[config.mk]
export PLATFORM = sky130hd
export DESIGN_NAME = wb_selfcheck_monitor
export DESIGN_NICKNAME = d
export VERILOG_FILES = /design/src/rtl/wb_selfcheck_monitor.sv
export SDC_FILE = /design/constraint.sdc
export NUM_CORES = 2
export LEC_CHECK = 0
export BUFFER_PORTS_ARGS = -buffer_cell sky130_fd_sc_hd__buf_2
export CAP_MARGIN = 20
export CORE_MARGIN = 2
export CORE_UTILIZATION = 30
export DETAILED_ROUTE_END_ITERATION = 10
export PLACE_DENSITY = 0.5
export RECOVER_POWER = 100
export SLEW_MARGIN = 20
export SYNTH_ARGS = -nofsm -noshare
export SYNTH_HDL_FRONTEND = slang
export SYNTH_SLANG_ARGS = --single-unit
[constraint.sdc]
create_clock -name clk -period 4.2 [get_ports clk]
set_input_delay 0.21 -clock clk [delete_from_list [all_inputs] [get_ports clk]]
set_output_delay 0.21 -clock clk [all_outputs]
set_load 0.005 [all_outputs]
[src/rtl/wb_selfcheck_monitor.sv]
// wb_selfcheck_monitor
// Run-to-completion checker that sits beside the 5-stage RV32IM pipeline.
// It mirrors the writeback debug stream into a shadow register file and
// watches decode for termination (ECALL, PC past PC_LIMIT, or timeout). It
// then walks NUM_CHECKS programmed {register, value} slots, one per cycle,
// and reports pass/fail, the error count and performance counters.
//
// Parameters: XLEN, NUM_CHECKS (1..16), SETTLE_CYCLES (1..255),
//             TIMEOUT_CYCLES, PC_LIMIT, TRACE_DEPTH (power of 2, >= 2)
// Ports:
//   clk, rst                   clock, synchronous active-high reset
//   instr_d, pc_d              decode-stage instruction and PC
//   wb_we, wb_addr, wb_data    writeback debug stream
//   cfg_we, cfg_idx, cfg_reg,
//   cfg_value, cfg_en          expected-value slot programming
//   done, pass, timeout        run status (sticky until rst)
//   err_count, first_fail_idx  check results
//   cycle_count, mul_count     performance counters
//   trace_valid/ready/data,
//   trace_overflow             writeback trace stream (WBMON_TRACE_EN only)
//
// Build option: define WBMON_TRACE_EN to build the writeback trace FIFO and
// its ports; without it no FIFO storage exists.
module wb_selfcheck_monitor #(
    parameter int          XLEN           = 32,
    parameter int          NUM_CHECKS     = 4,
    parameter int          SETTLE_CYCLES  = 8,
    parameter logic [31:0] TIMEOUT_CYCLES = 32'd5000,
    parameter logic [31:0] PC_LIMIT       = 32'h0000_0090,
    parameter int          TRACE_DEPTH    = 16,
    localparam int         IDX_W          = (NUM_CHECKS > 1) ? $clog2(NUM_CHECKS) : 1
) (
    input  logic             clk,
    input  logic             rst,
    input  logic [31:0]      instr_d,
    input  logic [31:0]      pc_d,
    input  logic             wb_we,
    input  logic [4:0]       wb_addr,
    input  logic [XLEN-1:0]  wb_data,
    input  logic             cfg_we,
    input  logic [IDX_W-1:0] cfg_idx,
    input  logic [4:0]       cfg_reg,
    input  logic [XLEN-1:0]  cfg_value,
    input  logic             cfg_en,
    output logic             done,
    output logic             pass,
    output logic             timeout,
    output logic [4:0]       err_count,
    output logic [IDX_W-1:0] first_fail_idx,
    output logic [31:0]      cycle_count,
    output logic [15:0]      mul_count
`ifdef WBMON_TRACE_EN
    ,
    output logic             trace_valid,
    input  logic             trace_ready,
    output logic [XLEN+4:0]  trace_data,
    output logic             trace_overflow
`endif
);

    generate
        if (NUM_CHECKS < 1 || NUM_CHECKS > 16) begin : g_bad_num_checks
            $error("NUM_CHECKS must be in 1..16");
        end
        if (TRACE_DEPTH < 2 || (TRACE_DEPTH & (TRACE_DEPTH - 1)) != 0) begin : g_bad_trace_depth
            $error("TRACE_DEPTH must be a power of 2 and at least 2");
        end
    endgenerate

    typedef enum logic [2:0] {S_IDLE, S_RUN, S_SETTLE, S_CHECK, S_DONE} state_t;

    localparam logic [7:0]       SETTLE_INIT = 8'(SETTLE_CYCLES);
    localparam logic [IDX_W-1:0] LAST_IDX    = IDX_W'(NUM_CHECKS - 1);
    localparam logic [IDX_W-1:0] IDX_ONE     = IDX_W'(1);
    localparam logic [31:0]      ECALL_INSN  = 32'h0000_0073;

    state_t           state_q, state_d;
    logic [31:0]      cycle_q, cycle_d;
    logic [7:0]       settle_q, settle_d;
    logic [15:0]      mul_q, mul_d;
    logic             timeout_q, timeout_d;
    logic             done_q, done_d;
    logic [4:0]       err_q, err_d;
    logic [IDX_W-1:0] ffi_q, ffi_d;
    logic             fail_seen_q, fail_seen_d;
    logic [IDX_W-1:0] chk_q, chk_d;

    logic [XLEN-1:0]  shadow_q   [32];
    logic [4:0]       slot_reg_q [NUM_CHECKS];
    logic [XLEN-1:0]  slot_val_q [NUM_CHECKS];
    logic             slot_en_q  [NUM_CHECKS];

    logic running;
    logic shadow_we;
    logic is_mul;
    logic chk_mis;

    assign running   = (state_q == S_RUN) || (state_q == S_SETTLE);
    // x0 is hard-wired to zero, so writebacks to it are never recorded.
    assign shadow_we = running && wb_we && (wb_addr != 5'd0);
    // MUL/MULH/MULHSU/MULHU only; funct3[2]=1 selects the divide group.
    assign is_mul    = (instr_d[6:0] == 7'b0110011) && (instr_d[31:25] == 7'b0000001)
                       && !instr_d[14];
    assign chk_mis   = slot_en_q[chk_q] && (shadow_q[slot_reg_q[chk_q]] != slot_val_q[chk_q]);

    always_comb begin
        state_d     = state_q;
        cycle_d     = cycle_q;
        settle_d    = settle_q;
        mul_d       = mul_q;
        timeout_d   = timeout_q;
        done_d      = done_q;
        err_d       = err_q;
        ffi_d       = ffi_q;
        fail_seen_d = fail_seen_q;
        chk_d       = chk_q;
        case (state_q)
            S_IDLE: begin
                state_d = S_RUN;
            end
            S_RUN: begin
                cycle_d = cycle_q + 32'd1;
                if (is_mul && (mul_q != 16'hFFFF)) begin
                    mul_d = mul_q + 16'd1;
                end
                // Timeout outranks an ECALL arriving in the same cycle.
                if (cycle_d == TIMEOUT_CYCLES) begin
                    timeout_d = 1'b1;
                    state_d   = S_CHECK;
                end else if (instr_d == ECALL_INSN) begin
                    settle_d = SETTLE_INIT;
                    state_d  = S_SETTLE;
                end else if (pc_d > PC_LIMIT) begin
                    state_d = S_CHECK;
                end
            end
            S_SETTLE: begin
                cycle_d  = cycle_q + 32'd1;
                settle_d = settle_q - 8'd1;
                if (cycle_d == TIMEOUT_CYCLES) begin
                    timeout_d = 1'b1;
                    state_d   = S_CHECK;
                end else if (settle_d == 8'd0) begin
                    state_d = S_CHECK;
                end
            end
            S_CHECK: begin
                chk_d = chk_q + IDX_ONE;
                if (chk_mis) begin
                    err_d = err_q + 5'd1;
                    if (!fail_seen_q) begin
                        ffi_d       = chk_q;
                        fail_seen_d = 1'b1;
                    end
                end
                if (chk_q == LAST_IDX) begin
                    done_d  = 1'b1;
                    state_d = S_DONE;
                end
            end
            default: begin
            end
        endcase
    end

    always_ff @(posedge clk) begin
        if (rst) begin
            state_q     <= S_IDLE;
            cycle_q     <= '0;
            settle_q    <= '0;
            mul_q       <= '0;
            timeout_q   <= 1'b0;
            done_q      <= 1'b0;
            err_q       <= '0;
            ffi_q       <= '0;
            fail_seen_q <= 1'b0;
            chk_q       <= '0;
            for (int r = 0; r < 32; r++) begin
                shadow_q[r] <= '0;
            end
            for (int s = 0; s < NUM_CHECKS; s++) begin
                slot_reg_q[s] <= '0;
                slot_val_q[s] <= '0;
                slot_en_q[s]  <= 1'b0;
            end
        end else begin
            state_q     <= state_d;
            cycle_q     <= cycle_d;
            settle_q    <= settle_d;
            mul_q       <= mul_d;
            timeout_q   <= timeout_d;
            done_q      <= done_d;
            err_q       <= err_d;
            ffi_q       <= ffi_d;
            fail_seen_q <= fail_seen_d;
            chk_q       <= chk_d;
            if (shadow_we) begin
                shadow_q[wb_addr] <= wb_data;
            end
            // A slot rewritten during CHECK only matters if not yet evaluated.
            if (cfg_we && (int'(cfg_idx) < NUM_CHECKS)) begin
                slot_reg_q[cfg_idx] <= cfg_reg;
                slot_val_q[cfg_idx] <= cfg_value;
                slot_en_q[cfg_idx]  <= cfg_en;
            end
        end
    end

    assign done           = done_q;
    assign pass           = done_q && (err_q == 5'd0) && !timeout_q;
    assign timeout        = timeout_q;
    assign err_count      = err_q;
    assign first_fail_idx = ffi_q;
    assign cycle_count    = cycle_q;
    assign mul_count      = mul_q;

`ifdef WBMON_TRACE_EN
    localparam int             PTR_W   = $clog2(TRACE_DEPTH);
    localparam logic [PTR_W:0] PTR_ONE = (PTR_W + 1)'(1);

    logic [XLEN+4:0] fifo_mem [TRACE_DEPTH];
    logic [PTR_W:0]  wr_ptr_q, rd_ptr_q;
    logic            ovf_q;
    logic            fifo_empty, fifo_full, pop, push_ok;

    // Pointers carry one extra wrap bit to tell full from empty.
    assign fifo_empty = (wr_ptr_q == rd_ptr_q);
    assign fifo_full  = (wr_ptr_q[PTR_W] != rd_ptr_q[PTR_W])
                        && (wr_ptr_q[PTR_W-1:0] == rd_ptr_q[PTR_W-1:0]);
    assign pop        = !fifo_empty && trace_ready;
    // A pop in the same cycle frees the slot, so a full FIFO still accepts.
    assign push_ok    = shadow_we && (!fifo_full || pop);

    always_ff @(posedge clk) begin
        if (rst) begin
            wr_ptr_q <= '0;
            rd_ptr_q <= '0;
            ovf_q    <= 1'b0;
        end else begin
            if (push_ok) begin
                wr_ptr_q <= wr_ptr_q + PTR_ONE;
            end
            if (pop) begin
                rd_ptr_q <= rd_ptr_q + PTR_ONE;
            end
            if (shadow_we && !push_ok) begin
                ovf_q <= 1'b1;
            end
        end
    end

    always_ff @(posedge clk) begin
        if (push_ok) begin
            fifo_mem[wr_ptr_q[PTR_W-1:0]] <= {wb_addr, wb_data};
        end
    end

    assign trace_valid    = !fifo_empty;
    assign trace_data     = fifo_mem[rd_ptr_q[PTR_W-1:0]];
    assign trace_overflow = ovf_q;
`endif

endmodule

==> metrics <==
Power Density=462 nW/um^2; # DRC=0; Iter 0 DRT Violations=3,936; Comb pwr share=0.208; Mean Syn Cell Area=13.6 sq um; area leader, netlist=edfxtp_1; initial antenna violation count=27; Critical Path RT=4.87 ns; ys flop type=edfxtp_1; die extent in y=445 um; met2 Use GR=0.328; CTS tree=done; leading post-synthesis cells by cell area=edfxtp_1 (60%), and2_1 (12%), mux4_2 (5.1%), mux2i_1 (5.0%), dfxtp_1 (2.5%); Clock Path Buffers=3; later-pin clock latency in the skew report=0.79 ns; asr flop ratio synth=0; IO buf count=202; Avg WL per Cell=28.1 um; Sw Share=0.285; setup ws final=-0.339 ns; run status=finished with violations; failing checks=capacitance limit, slew limit, setup timing; clock share of power=0.355; Max Cap Viol=7; TritonCTS buffer count=140; Post-synth EDFFs=1,176; non-filler cells, final=7,422; grt peak-use layer=met2; Critical Path Max Stage Delay=0.67 ns; critical-path maximum fanout=8; largest net degree at the start of global routing=75; first-pass GRT wire length=293 mm; share of layout cells above drive strength 1=0.220; Root Buffer=clkbuf_16; number of global-route vias before repair=37,500; Layout Nets=4,938; Final period util=1.08; drt total wl=208 mm; Leak=26.3 nW; Internal Power=23.4 mW; Yosys top cell area share=0.605; RSZ-0062 raised after global routing=true; worst hold slack=0.0781 ns; Final min period=4.54 ns; Worst Tran Pin Value=3.08 ns; Gate Count Post-Synth=4,286; Ports=203; Yosys cell types=83; final setup violation count=8; Achievable Freq=220 MHz; Worst Hold Class=in2reg; mapped cell area=58,400 sq um; full die area=198,000 sq um; post-synthesis sequential area ratio=0.630; pins over their slew limit=230; Commonest cells post-synth=edfxtp_1 (1,176), and2_1 (1,154), mux2i_1 (289); drt pass-1 iters=5; Placed Instances=7,096; count leader, synth=edfxtp_1; critical path startpoint category=flop; DR vias/cell=5.12; Total Power=32.7 mW; DPL Wire Length=133 mm; Initial Util=0.303; worst rel slew slack=-1.05; Routability Congestion=0.850; Clock Pin Slew Worst Setup and Hold Paths=0.06 ns; crit path DAT=5.21 ns; worst path bufs/invs=7; Yosys reg bits=1,249; row cnt=161; Slowest cell on crit path=mux4_4; Crit. End Element=flop; critical path's most frequent cell=buf_12; top cell family by delay on the critical path=multiplexers; Total GRT Usage=0.208; M1 GR Usage=0.291; H-tree levels=4; critical path type=reg2reg; VDD IR-drop max=0.354 mV; Synth-to-Final Area Change=21.3%; total clock sinks=1,249; gr ovfl total=0; Post-DRT Antenna Nets=0; count of final hold-check violations=0; post-route clock skew=0.0378 ns; Die Wd=445 um; met3 Use GR=0.0400; routed via count=38,000; worst path cell trace=buf_6 > mux4_4 > buf_12 > buf_16 > buf_12 > buf_12 > mux4_2 > a22oi_2 > a21oi_2 > nand4b_1 > o41ai_4 > o2111ai_2 > nor4_4 > buf_12 > buf_12 > nor2_4 > o21ba_1; synth warn=0; Core Footprint=193,000 sq um; share of power burned in registers=0.438; net switching power figure=9.30 mW
-- placed cells by master (no fill, tap or decap), drive strengths merged, types with 35 or more instances in the layout --
cell type,netlist,final
edfxtp,1176,1176
nor2,131,131
o21ai,35,35
dlygate4sd3,0,43
and2,1158,1158
mux2i,289,289
a211oi,37,37
dfxtp,73,73
clkinv,0,48
buf,95,596
a21oi,51,51
nand3,47,47
mux4,132,132
o221ai,36,36
or2,38,38
clkbuf,266,226
o22ai,41,41
xor2,50,50
nand2,179,179
xnor2,52,52
nor2b,42,42
-- metrics by stage --
stage / util / instance area [sq um] / setup slack, ns / TNS, ns
after floorplan: - / 58500 / 0.586 / 0
after CTS: 0.367 / 70800 / -0.236 / -1.75
after detailed placement: 0.339 / 65400 / -0.847 / -6.74
final: 0.367 / 70800 / -0.339 / -2.55
after global placement: 0.339 / 65400 / -0.836 / -6.60
after global routing: 0.367 / 70800 / -0.368 / -2.80
-- state kept, by name, summed over array words and instances (netlist names), 2 cells and up, named ones only --
name	flops
chk_q	2
cycle_count	32
err_count	5
first_fail_idx	2
mul_count	16
settle_q	8
shadow_q	1024
slot_en_q	4
slot_reg_q	20
slot_val_q	128
state_q	3
-- path summary, 6_finish.rpt --
kind	from	slack [ns]	end	depth (start not counted)
hold reg to reg	fail_seen_q	0.46	fail_seen_q	1
hold / removal	cfg_we	0.08	slot_val_q[0][31]	4
setup / recovery	flop	-0.34	fail_seen_q	17
setup reg to reg	flop	-0.34	fail_seen_q	17
-- worst min-delay path, delay by kind of cell --
kind                   cells  cell delay [ns]
buffers and inverters      1             0.12
and+or+nand+nor            3             0.37
-- cells by family (layout without fill, tap and decap cells) --
logic type / count (synthesis) / in the layout / share of synthesized area
AOI/OAI and AO/OA: 364 / 364 / 0.0458
buffers and inverters: 375 / 942 / 0.0288
other: 1 / 44 / 0.0000642
adders and majority gates: 7 / 7 / 0.00150
DFF: 1249 / 1249 / 0.630
muxes: 449 / 449 / 0.106
xor gates and xnor gates: 102 / 102 / 0.0153
and+or+nand+nor: 1739 / 1739 / 0.173
-- power groups by stage --
stage	Clock (mW)	Sequential (mW)	Combinational, mW
6_report	11.6	14.3	6.80
5_1_grt	12.3	14.3	7.06
4_1_cts	11.8	14.3	6.71
3_5_place_dp	0	14.6	6.31
3_3_place_gp	0	14.5	6.31
2_1_floorplan	0	14.5	3.14
-- final cells by class --
| type | instances | area (sq um) |
|---|---|---|
| Clock buffer | 182 | 3810 |
| Tap cell | 2526 | 3160 |
| Fill cell | 18500 | 122000 |
| Timing Repair Buffer | 688 | 6020 |
| Inverter | 14 | 52.6 |
| Sequential cell | 1249 | 36800 |
| Antenna cell | 12 | 30.0 |
| Clock inverter | 58 | 373 |
| Multi-Input combinational cell | 2693 | 20600 |
-- per-layer routing --
metal  wire length (um)  part of all wire  vias to the layer above
li1                   -                 -                    16600
met4               5830             0.028                        4
met3              16000             0.077                      281
met2              95900              0.46                     1611
met5                 27           0.00013                        -
met1              90700              0.44                    19500
-- repair_timing --
action,CTS,global route
buffers inserted,21,6
cloned,6,0
hold endpoints to repair,170,0
gates resized for setup,58,23
setup endpoints to repair,8,8
pin swaps,25,16
hold buffers,43,0
No activity file was read; power rests on OpenSTA's default activity.
